File: src/rtl/alu_issue_unit.sv
// Issue stage in front of the combinational ALU: decodes one instruction into an
// ALU op and operand pair, waits one cycle for the ALU, then holds the result.
module alu_issue_unit (
  input  logic        iClk,
  input  logic        iRst,
  input  logic        iValid,
  output logic        oReady,
  input  logic [6:0]  iOpcode,
  input  logic [2:0]  iFunct3,
  input  logic        iFunct7b5,
  input  logic [31:0] iRs1Data,
  input  logic [31:0] iRs2Data,
  input  logic [31:0] iImm,
  input  logic [31:0] iPc,
  output logic [31:0] oAluA,
  output logic [31:0] oAluB,
  output logic [3:0]  oAluOp,
  input  logic [31:0] iAluData,
  input  logic        iAluZero,
  output logic        oValid,
  input  logic        iReady,
  output logic [31:0] oResult,
  output logic        oIsBranch,
  output logic        oBranchTaken,
  output logic        oIllegal
);

  localparam logic [6:0] OpcR     = 7'b0110011;
  localparam logic [6:0] OpcI     = 7'b0010011;
  localparam logic [6:0] OpcBr    = 7'b1100011;
  localparam logic [6:0] OpcLui   = 7'b0110111;
  localparam logic [6:0] OpcAuipc = 7'b0010111;
  localparam logic [6:0] OpcLoad  = 7'b0000011;
  localparam logic [6:0] OpcStore = 7'b0100011;

  localparam logic [3:0] AluAdd  = 4'b0000;
  localparam logic [3:0] AluSub  = 4'b1000;
  localparam logic [3:0] AluSll  = 4'b0001;
  localparam logic [3:0] AluSrl  = 4'b1001;
  localparam logic [3:0] AluSra  = 4'b1101;
  localparam logic [3:0] AluSlt  = 4'b0010;
  localparam logic [3:0] AluSltu = 4'b0011;
  localparam logic [3:0] AluXor  = 4'b0100;
  localparam logic [3:0] AluOr   = 4'b0110;
  localparam logic [3:0] AluAnd  = 4'b0111;
  localparam logic [3:0] AluBne  = 4'b1100;
  localparam logic [3:0] AluBlt  = 4'b1010;
  localparam logic [3:0] AluBge  = 4'b1110;
  localparam logic [3:0] AluBltu = 4'b1011;
  localparam logic [3:0] AluBgeu = 4'b1111;

  typedef enum logic [1:0] {IDLE, EXEC, DONE} state_t;

  state_t      state, nextState;
  logic [3:0]  decOp;
  logic [31:0] decA, decB, src;
  logic        decBranch, decIllegal;
  logic        accept;
  logic        unsignedBranch;

  function automatic logic [3:0] arithOp(input logic [2:0] f3, input logic alt, input logic isR);
    logic [3:0] op;
    case (f3)
      3'b000:  op = (isR && alt) ? AluSub : AluAdd;
      3'b001:  op = AluSll;
      3'b010:  op = AluSlt;
      3'b011:  op = AluSltu;
      3'b100:  op = AluXor;
      3'b101:  op = alt ? AluSra : AluSrl;
      3'b110:  op = AluOr;
      default: op = AluAnd;
    endcase
    return op;
  endfunction

  // The ALU saturates oversized shift amounts, so shift operands keep only bits [4:0].
  always_comb begin
    decOp      = AluAdd;
    decA       = '0;
    decB       = '0;
    src        = '0;
    decBranch  = 1'b0;
    decIllegal = 1'b0;
    case (iOpcode)
      OpcR, OpcI: begin
        src   = (iOpcode == OpcR) ? iRs2Data : iImm;
        decA  = iRs1Data;
        decB  = src;
        decOp = arithOp(iFunct3, iFunct7b5, iOpcode == OpcR);
        if (iFunct3 == 3'b001 || iFunct3 == 3'b101)
          decB = {27'b0, src[4:0]};
      end
      OpcBr: begin
        decA      = iRs1Data;
        decB      = iRs2Data;
        decBranch = 1'b1;
        case (iFunct3)
          3'b000:  decOp = AluSub;
          3'b001:  decOp = AluBne;
          3'b100:  decOp = AluBlt;
          3'b101:  decOp = AluBge;
          3'b110:  decOp = AluBltu;
          3'b111:  decOp = AluBgeu;
          default: begin
            decA       = '0;
            decB       = '0;
            decBranch  = 1'b0;
            decIllegal = 1'b1;
          end
        endcase
      end
      OpcLui:             decB = iImm;
      OpcAuipc:           begin decA = iPc;      decB = iImm; end
      OpcLoad, OpcStore:  begin decA = iRs1Data; decB = iImm; end
      default:            decIllegal = 1'b1;
    endcase
  end

  always_ff @(posedge iClk) begin
    if (iRst) state <= IDLE;
    else      state <= nextState;
  end

  always_comb begin
    nextState = state;
    case (state)
      IDLE:    if (iValid) nextState = EXEC;
      EXEC:    nextState = DONE;
      DONE:    if (iReady) nextState = IDLE;
      default: nextState = IDLE;
    endcase
  end

  always_comb begin
    oReady = (state == IDLE);
    oValid = (state == DONE);
  end

  assign accept         = (state == IDLE) && iValid;
  assign unsignedBranch = (oAluOp == AluBltu) || (oAluOp == AluBgeu);

  // Unsigned compares report their outcome in result bit 0 rather than the zero flag.
  always_ff @(posedge iClk) begin
    if (iRst) begin
      oAluA        <= '0;
      oAluB        <= '0;
      oAluOp       <= '0;
      oResult      <= '0;
      oIsBranch    <= 1'b0;
      oBranchTaken <= 1'b0;
      oIllegal     <= 1'b0;
    end else begin
      if (accept) begin
        oAluA     <= decA;
        oAluB     <= decB;
        oAluOp    <= decOp;
        oIsBranch <= decBranch;
        oIllegal  <= decIllegal;
      end
      if (state == EXEC) begin
        oResult      <= oIllegal ? '0 : iAluData;
        oBranchTaken <= oIsBranch && (unsignedBranch ? iAluData[0] : iAluZero);
      end
    end
  end

endmodule

File: config.mk
export PLATFORM = sky130hd
export DESIGN_NAME = alu_issue_unit
export DESIGN_NICKNAME = d
export VERILOG_FILES = /design/src/rtl/alu_issue_unit.sv
export SDC_FILE = /design/constraint.sdc
export NUM_CORES = 1
export LEC_CHECK = 0
export CAP_MARGIN = 0
export CORE_UTILIZATION = 41
export CTS_CLUSTER_DIAMETER = 120
export DETAILED_ROUTE_END_ITERATION = 16
export PLACE_DENSITY = 0.87
export SYNTH_ARGS = -nofsm -noshare
export SYNTH_HDL_FRONTEND = slang
export SYNTH_SLANG_ARGS = --single-unit
File: constraint.sdc
create_clock -name iClk -period 5 [get_ports iClk]
set_clock_uncertainty 0.2 [all_clocks]
set_input_delay 1 -clock iClk [delete_from_list [all_inputs] [get_ports iClk]]
set_output_delay 1 -clock iClk [all_outputs]
set_load 0.01 [all_outputs]
## After elaboration in Yosys (flattened, before gate mapping)

Index checks and enable logic that the tools add are counted.

- Add/sub/neg operators: 0
- Multipliers: 0
- Divide/modulo/power cells: 0
- $lt $le $gt $ge: 0
- Equality and inequality tests: 20
- Shift operators: 0
- Multiplexer cells: 20
- Bitwise gates (word level): 0
- Reductions and logical operators: 13

Operators by type and width:

| kind | number |
|---|---|
| $pmux W32 S3 | 2 |
| $mux W32 | 5 |
| $pmux W4 S7 | 1 |
| $pmux W4 S6 | 1 |
| $eq A7 B6 Y1 const B | 3 |
| $eq A7 B5 Y1 const B | 2 |
| $eq A3 B3 Y1 const B | 4 |
| $reduce_or A6 Y1 | 2 |
| $eq A4 B4 Y1 const B | 2 |
| $pmux W4 S2 | 1 |
| $reduce_or A4 Y1 | 2 |
| $eq A7 B2 Y1 const B | 1 |
| $eq A7 B7 Y1 const B | 1 |
| $eq A3 B2 Y1 const B | 2 |
| $pmux W2 S3 | 1 |
| $mux W1 | 4 |
| $mux W2 | 2 |
| $mux W4 | 1 |
| $eq A3 B1 Y1 const B | 1 |
| $logic_and A1 B1 Y1 | 3 |
| $logic_not A3 Y1 | 1 |
| $mux W3 | 1 |
| $eq A2 B1 Y1 const B | 1 |
| $eq A2 B2 Y1 const B | 1 |
| 7 further kinds | 8 |

- Bits in registers: 105
- Bits in latches: 0
- Bits in writable memories: 0
- Memory bits (read-only): 0
- Input bits: 176
- Output and inout bits: 105
- Word-level logic and storage cells: 61
- Memories kept: 0

## Logic depth before layout (Yosys ltp)

Gate-level depths: netlist of run 1.

- Word-level depth: 5
- Depth in mapped cells: 7

## Least setup slack after synthesis of run 1

Ideal clock, no wire load.

- Path type: input-to-reg
- From: in iOpcode[2]
- To: reg oAluB[11]
- Arrival time: 2.168 ns
- Slack: 2.574 ns
- Stages on the path: 6
- Cells stage by stage: nand4bb_4 > nor4_4 > buf_2 > o21ai_0 > a21o_1 > nand2_1

- Longest elaborated chain between the ends: 4
- Elaborated cells on any way between the ends: 12

Ends and longest elaborated chain:

| element | line | text |
|---|---|---|
| start, declared | 8 | `input logic [6:0] iOpcode,` |
| $eq A7 B6 Y1 | 84, 86 |  |
| $mux W32 | 86 | `src = (iOpcode == OpcR) ? iRs2Data : iImm;` |
| $mux W32 | 90 | `if (iFunct3 == 3'b001 \|\| iFunct3 == 3'b101)` |
| $pmux W32 S3 * | 84 | `case (iOpcode)` |
| end signal, assigned | 146 | `oAluB <= '0;` |
| end signal, assigned | 155 | `oAluB <= decB;` |
| end, declared | 16 | `output logic [31:0] oAluB,` |

Mark *: on every way between the ends. The rest lies on a longest branch, timed or not.
A chain may end at the register's enable or synchronous reset.

## Worst setup path in the final report of run 1

- From: in iOpcode[6]
- To: reg oAluA[1]

- Longest elaborated chain between the ends: 3
- Elaborated cells on any way between the ends: 8

Ends and longest elaborated chain:

| element | line | text |
|---|---|---|
| $eq A7 B6 Y1 (tied with other cells) | 84 |  |
| $reduce_or A4 Y1 (no source line) | -- |  |
| $pmux W32 S3 * | 84 |  |
| end signal, assigned | 145 | `oAluA <= '0;` |
| end signal, assigned | 154 | `oAluA <= decA;` |
| end, declared | 15 | `output logic [31:0] oAluA,` |

Marks and branches as above.

==> results of run 1 <==
-- cell usage after synthesis, types with 2 or more instances --
cell type and number:
sky130_fd_sc_hd__nor2_1 39, sky130_fd_sc_hd__nor2_4 2, sky130_fd_sc_hd__nand2b_1 5, sky130_fd_sc_hd__a21o_1 9, sky130_fd_sc_hd__a22o_1 19, sky130_fd_sc_hd__buf_2 9, sky130_fd_sc_hd__and2_1 2, sky130_fd_sc_hd__nor4_2 2
sky130_fd_sc_hd__o21ai_0 34, sky130_fd_sc_hd__a21oi_1 37, sky130_fd_sc_hd__nor3b_1 33, sky130_fd_sc_hd__nand2_1 80, sky130_fd_sc_hd__nor2b_1 5, sky130_fd_sc_hd__nor4_4 2, sky130_fd_sc_hd__a32oi_1 2, sky130_fd_sc_hd__dfxtp_1 105
sky130_fd_sc_hd__a221oi_1 19, sky130_fd_sc_hd__a211oi_1 2, sky130_fd_sc_hd__buf_1 2, sky130_fd_sc_hd__clkbuf_1 24, sky130_fd_sc_hd__buf_6 5, sky130_fd_sc_hd__buf_4 6, sky130_fd_sc_hd__a22oi_1 37, sky130_fd_sc_hd__o21ai_1 41
-- layer usage --
layer	part of all wire [%]	up-vias	wire length [microns]
met2	50	245	8060
met1	37	2372	5960
met3	9.2	36	1480
met5	0	-	0
met4	3.1	0	499
li1	-	2471	-
-- cell type report --
class	instances	share of cell area [%]
Clock buffer	10	3.07
Clock inverter	6	0.643
Inverter	2	0.0964
Multi-Input combinational cell	388	30.0
Sequential cell	105	27.0
Tap cell	140	2.25
Timing Repair Buffer	290	37.0
-- report_power, final --
| part | total, mW | internal [mW] | switching, mW | leakage (nW) |
|---|---|---|---|---|
| clock | 0.683 | 0.358 | 0.324 | 0.141 |
| sequential | 0.859 | 0.851 | 0.00818 | 0.849 |
| combinational | 0.294 | 0.178 | 0.115 | 1.63 |
-- worst paths after layout --
path,from,endpoint,depth (start not counted)
setup / recovery,iOpcode[6],oAluA[1]$_SDFFE_PP0P_,8
hold / removal,oAluB[9]$_SDFFE_PP0P_,oAluB[9]$_SDFFE_PP0P_,2
setup reg to reg,state[0]$_SDFFE_PP0P_,oAluB[3]$_SDFFE_PP0P_,6
hold reg to reg,oAluB[9]$_SDFFE_PP0P_,oAluB[9]$_SDFFE_PP0P_,2
-- per-stage QoR --
step	power [mW]	instance area (sq um)	setup slack [ns]	std cells
after floorplan	0.971	4660	2.57	541
after global placement	1.17	7500	1.35	925
after detailed placement	1.17	7500	1.27	925
after CTS	1.85	7790	1.62	941
after global routing	1.91	7790	1.43	941
final	1.84	7790	1.61	941
-- sequential cells by signal (all words and copies together), names as in the netlist --
name / flops
oAluB: 32
oAluA: 32
oResult: 32
oBranchTaken: 1
state: 2
oIsBranch: 1
oIllegal: 1
oAluOp: 4
-- critical path: stages --
cell	delay (ns)
sky130_fd_sc_hd__clkdlybuf4s50_1	0.62
sky130_fd_sc_hd__nand2b_4	0.24
sky130_fd_sc_hd__or4_4	0.16
sky130_fd_sc_hd__nor2_4	0.03
sky130_fd_sc_hd__buf_4	0.25
sky130_fd_sc_hd__o21ai_2	0.68
sky130_fd_sc_hd__buf_4	0.32
sky130_fd_sc_hd__o21ai_0	0.11
-- cell families after synthesis --
kind of cell	after synthesis	share of synthesized area, %
compound gates	206	28.4
simple gates	180	20.7
flops	105	45.1
buf+inv	48	5.40
xor+xnor	1	0.188
mux	1	0.215
==> results.txt, run 1 <==
DRC violations left = 0
initial antenna violation count = 0
path class of the lowest-slack min-delay path = register to register
ratio of routed vias to standard cells = 5.45
drt pass-1 iters = 5
mean routed wirelength per cell = 17.0 microns
nature of the critical path endpoint = register
Rel. slew slack = 13.0%
synthesis-to-finish area growth = 67.1%
count of cell types in the netlist = 44
total negative slack for setup checks = 0 ns
highest-utilization routing layer at the global route stage = met2
part of the Yosys area used for sequential elements = 45.1%
buffer cell driving the clock tree root = sky130_fd_sc_hd__clkbuf_16
endpoints failing hold = 0
peak supply drop = 171 uV
share of synthesized flip-flops with an asynchronous set or reset = 0%
required time at the worst-slack endpoint = 5.02 ns
DRT Wirelength = 16.0 mm
clock transition time at the flip-flop clock pins of the worst setup and hold paths = 0.08 ns
Detail Route Antenna Nets = 0
transition time at the pin with the least slew margin = 1.30 ns
Max Clock Freq = 0.295 GHz
Global Route met1 Usage = 28.4%
aggregate global routing overflow = 0
met2 usage in global routing = 46.4%
unrepaired setup endpoints after global routing = no
average instance area after synthesis = 8.61 sq um
commonest cells after routing, fill and taps aside = sky130_fd_sc_hd__clkdlybuf4s50_1, sky130_fd_sc_hd__dfxtp_1, sky130_fd_sc_hd__nand2_1
Power Density = 236 nW/um^2
row cnt = 38
core outline area = 10900 sq um
number of sinks on the clock net = 105
global placement routability congestion = 0.854
Post-synth top flop = sky130_fd_sc_hd__dfxtp_1
top-level I/O count = 281
total number of vias = 5124
global routing met3 resource utilization = 8.38%
top cells by area in the synthesized netlist = sky130_fd_sc_hd__dfxtp_1, sky130_fd_sc_hd__nand2_1, sky130_fd_sc_hd__a22oi_1
total area of multi-input combinational cells = 2330 sq um
die boundary width = 109 microns
Synth Register Bits = 105
Post-CTS Setup Repair Bufs = 0
floorplan die height = 109 microns
static leakage power = 2.62 nW
EDFF count, synth = 0
H-tree Lvls = 3
clock tree from TritonCTS = built
layout filler cell count = 853
setup violators final = 0
DP HPWL = 12.1 mm
global-route wire length before repair = 24.2 mm
Initial Utilization = 42.6%
fraction of layout instances using a drive strength above 1 = 5.24%
largest net degree at the start of global routing = 68
maximum fanout along the worst path = 33
Final Net Count = 972
critical path data arrival time = 3.41 ns
Post-CTS Hold Buffers = 0
Die Area = 11800 sq um
commonest non-fill, non-tap cell in the layout = sky130_fd_sc_hd__clkdlybuf4s50_1
number of port buffers = 280
synthesized netlist net count = 717
class of the most critical setup path = primary input to register
area fraction of the dominant cell type after synthesis = 45.1%
Register-to-Register Setup Slack = 2.68 ns
Max Slew Vio Count = 0
number of buffers between clock root and the deepest sink = 2
final worst hold slack = 0.244 ns
post-synthesis instance total = 541
total number of yosys warnings = 0
final cell utilization of the core = 71.2%
Overall Global Routing Usage = 26.1%
Syn Std Cell Area = 4660 sq um
clock network latency to the later pin of the worst-skew pair = 0.33 ns
sequential cell area = 2100 sq um
post-synth top area cell = sky130_fd_sc_hd__dfxtp_1
run status = finished, final reports clean
PostCTS Resize Cnt = 0
post-route fraction of the period consumed by the critical path = 67.8%
Antenna Diode Count = 0
post-layout minimum cycle time = 3.39 ns
Worst Setup Start Kind = primary input
number of global-route vias before repair = 4965
violation count after the first detailed-routing iteration = 288
number of buffers inserted during clock tree synthesis = 9
max cap viols = 0
Note: power is estimated with default switching activity, not from simulation.
==> run 2, diff against run 1 <==
--- a/config.mk
+++ b/config.mk
@@ -6,10 +6,10 @@
 export NUM_CORES = 1
 export LEC_CHECK = 0
 export CAP_MARGIN = 0
-export CORE_UTILIZATION = 41
+export CORE_UTILIZATION = 34
 export CTS_CLUSTER_DIAMETER = 120
 export DETAILED_ROUTE_END_ITERATION = 16
-export PLACE_DENSITY = 0.87
+export PLACE_DENSITY = 0.77
 export SYNTH_ARGS = -nofsm -noshare
 export SYNTH_HDL_FRONTEND = slang
 export SYNTH_SLANG_ARGS = --single-unit
==> constraint.sdc (replaced) <==
create_clock -name iClk -period 2.9 [get_ports iClk]
set_clock_uncertainty 0.2 [all_clocks]
set_input_delay 0.58 -clock iClk [delete_from_list [all_inputs] [get_ports iClk]]
set_output_delay 0.58 -clock iClk [all_outputs]
set_load 0.01 [all_outputs]
==> run 2 against run 1 <==
Effect of this change: clock power grew 90%; die area grew 20%; routed wire length grew 1.6%; combinational power grew 76%; global-route usage shrank 3.3 points; critical path depth shrank 1; total power grew 79%; count of clock-buffer cells in the layout grew 1; worst setup slack lost 1.2 ns; cell area grew 2.5%; sequential share of layout area shrank 0.67 points; critical path type unchanged; largest cell class unchanged.
==> results.txt, run 2 (same netlist as run 1, synthesis figures left out) <==
run status = finished, final reports clean (unchanged)
endpoints failing hold = 0 (unchanged)
Max Slew Vio Count = 0 (unchanged)
largest net degree at the start of global routing = 42 (was 68)
Post-CTS Hold Buffers = 0 (unchanged)
Die Area = 14200 sq um (was 11800 sq um)
Initial Utilization = 35.0% (was 42.6%)
required time at the worst-slack endpoint = 2.98 ns (was 5.02 ns)
biggest cell delay along the critical path = 0.53 ns (was 0.68 ns)
sequential cell area = 2100 sq um (unchanged)
dpl cell area = 7670 sq um (was 7500 sq um)
slowest cell on the critical path = sky130_fd_sc_hd__clkdlybuf4s50_1 (was sky130_fd_sc_hd__o21ai_2)
cells along the critical path = clkdlybuf4s50_1 -> nand4bb_4 -> nor4_4 -> buf_12 -> a22o_1 -> a221oi_1 -> o21ai_0 (was clkdlybuf4s50_1 -> nand2b_4 -> or4_4 -> nor2_4 -> buf_4 -> o21ai_2 -> buf_4 -> o21ai_0)
number of buffers between clock root and the deepest sink = 2 (unchanged)
Max Clock Freq = 0.409 GHz
maximum fanout along the worst path = 27 (was 33)
total area of multi-input combinational cells = 2330 sq um (unchanged)
Final Net Count = 981 (was 972)
H-tree Lvls = 3 (unchanged)
final cell utilization of the core = 60.1% (was 71.2%)
slack of the critical path = 0.454 ns (was 1.61 ns)
drt pass-1 iters = 7 (was 5)
DP HPWL = 12.3 mm (was 12.1 mm)
ratio of routed vias to standard cells = 5.20 (was 5.45)
number of global-route vias before repair = 5035 (was 4965)
die boundary width = 119 microns (was 109 microns)
class of the most critical setup path = primary input to register (unchanged)
layout filler cell count = 1120 (was 853)
buffer cell driving the clock tree root = sky130_fd_sc_hd__clkbuf_16 (unchanged)
setup violators final = 0 (unchanged)
number of sinks on the clock net = 105 (unchanged)
initial antenna violation count = 0 (unchanged)
Rel. slew slack = 46.7% (was 13.0%)
Overall Global Routing Usage = 22.8% (was 26.1%)
synthesis-to-finish area growth = 71.3% (was 67.1%)
peak supply drop = 320 uV (was 171 uV)
Detail Route Antenna Nets = 0 (unchanged)
DRT Wirelength = 16.3 mm (was 16.0 mm)
total number of vias = 5131 (was 5124)
static leakage power = 2.70 nW (was 2.62 nW)
Worst Setup Start Kind = primary input (unchanged)
commonest non-fill, non-tap cell in the layout = sky130_fd_sc_hd__clkdlybuf4s50_1 (unchanged)
worst path bufs/invs = 2 (was 3)
mean routed wirelength per cell = 16.5 microns (was 17.0 microns)
path class of the lowest-slack min-delay path = register to register (unchanged)
PostCTS Resize Cnt = 0 (unchanged)
Power Density = 413 nW/um^2 (was 236 nW/um^2)
aggregate global routing overflow = 0 (unchanged)
clock tree from TritonCTS = built (unchanged)
Antenna Diode Count = 0 (unchanged)
core outline area = 13300 sq um (was 10900 sq um)
post-layout minimum cycle time = 2.45 ns
row cnt = 42 (was 38)
clock transition time at the flip-flop clock pins of the worst setup and hold paths = 0.07 ns (was 0.08 ns)
clock network latency to the later pin of the worst-skew pair = 0.34 ns (was 0.33 ns)
global-route wire length before repair = 25.7 mm (was 24.2 mm)
post-placement worst setup slack = 0.0794 ns (was 1.27 ns)
commonest cells after routing, fill and taps aside = sky130_fd_sc_hd__clkdlybuf4s50_1, sky130_fd_sc_hd__dfxtp_1, sky130_fd_sc_hd__nand2_1 (unchanged)
Post-CTS Setup Repair Bufs = 0 (unchanged)
floorplan die height = 119 microns (was 109 microns)
cell area after layout = 7980 sq um (was 7790 sq um)
number of port buffers = 280 (unchanged)
DRC violations left = 0 (unchanged)
max cap viols = 0 (unchanged)
post-route fraction of the period consumed by the critical path = 84.3%
Regs by FF count = oAluA x32, oAluB x32, oResult x32 (unchanged)
transition time at the pin with the least slew margin = 0.798 ns (was 1.30 ns)
nature of the critical path endpoint = register (unchanged)
critical path data arrival time = 2.52 ns (was 3.41 ns)
top-level I/O count = 281 (unchanged)
fraction of layout instances using a drive strength above 1 = 6.05% (was 5.24%)
violation count after the first detailed-routing iteration = 312 (was 288)
global placement routability congestion = 0.853 (was 0.854)
unrepaired setup endpoints after global routing = no (unchanged)
number of buffers inserted during clock tree synthesis = 9 (unchanged)
family of cells with the greatest summed delay on the critical path = simple AND/OR/NAND/NOR gates (was buffers and inverters)
total negative slack for setup checks = 0 ns (unchanged)
run 2: final cells by class:
cell class	instances	area share (%)
tap	176	2.76
clock inverter	5	0.987
timing repair buffer	299	37.7
multi-input combinational	388	29.2
sequential	105	26.3
clock buffer	11	2.91
inverter	2	0.0940
run 2: per-stage QoR:
step / hold WS (ns) / cells / total power, mW
floorplan: 0.267 / 541 / 1.67
global placement: 0.230 / 970 / 2.02
detailed placement: 0.238 / 970 / 2.03
CTS: 0.250 / 986 / 3.33
global route: 0.271 / 986 / 3.44
finish: 0.247 / 986 / 3.29
run 2: worst register-to-register path, cell delays in order, from the launching register on:
cell	delay, ns
sky130_fd_sc_hd__dfxtp_1	0.37
sky130_fd_sc_hd__nor2_1	0.06
sky130_fd_sc_hd__and2_1	0.19
sky130_fd_sc_hd__nor2_4	0.62
sky130_fd_sc_hd__buf_12	0.29
sky130_fd_sc_hd__nand2_1	0.08
sky130_fd_sc_hd__o21ai_0	0.08
run 2: worst paths after layout:
check	from	endpoint	slack, ns	cells after the start
setup / recovery	iOpcode[2]	oAluB[23]$_SDFFE_PP0P_	0.45	7
hold / removal	oAluB[5]$_SDFFE_PP0P_	oAluB[5]$_SDFFE_PP0P_	0.25	2
setup reg to reg	state[0]$_SDFFE_PP0P_	oAluB[3]$_SDFFE_PP0P_	0.92	6
hold reg to reg	oAluB[5]$_SDFFE_PP0P_	oAluB[5]$_SDFFE_PP0P_	0.25	2
run 2: report_power, final:
part           total (mW)  switching [mW]  internal [mW]  leakage [nW]
clock                1.30           0.537          0.758         0.154
sequential           1.48          0.0141           1.47         0.849
combinational       0.517           0.200          0.316          1.69
run 2: routing by layer:
layer	track usage [%]	share of wire, %
met1	26.4	39
met2	39.1	48
met3	6.27	9.0
met4	10.1	3.3
met5	0	0
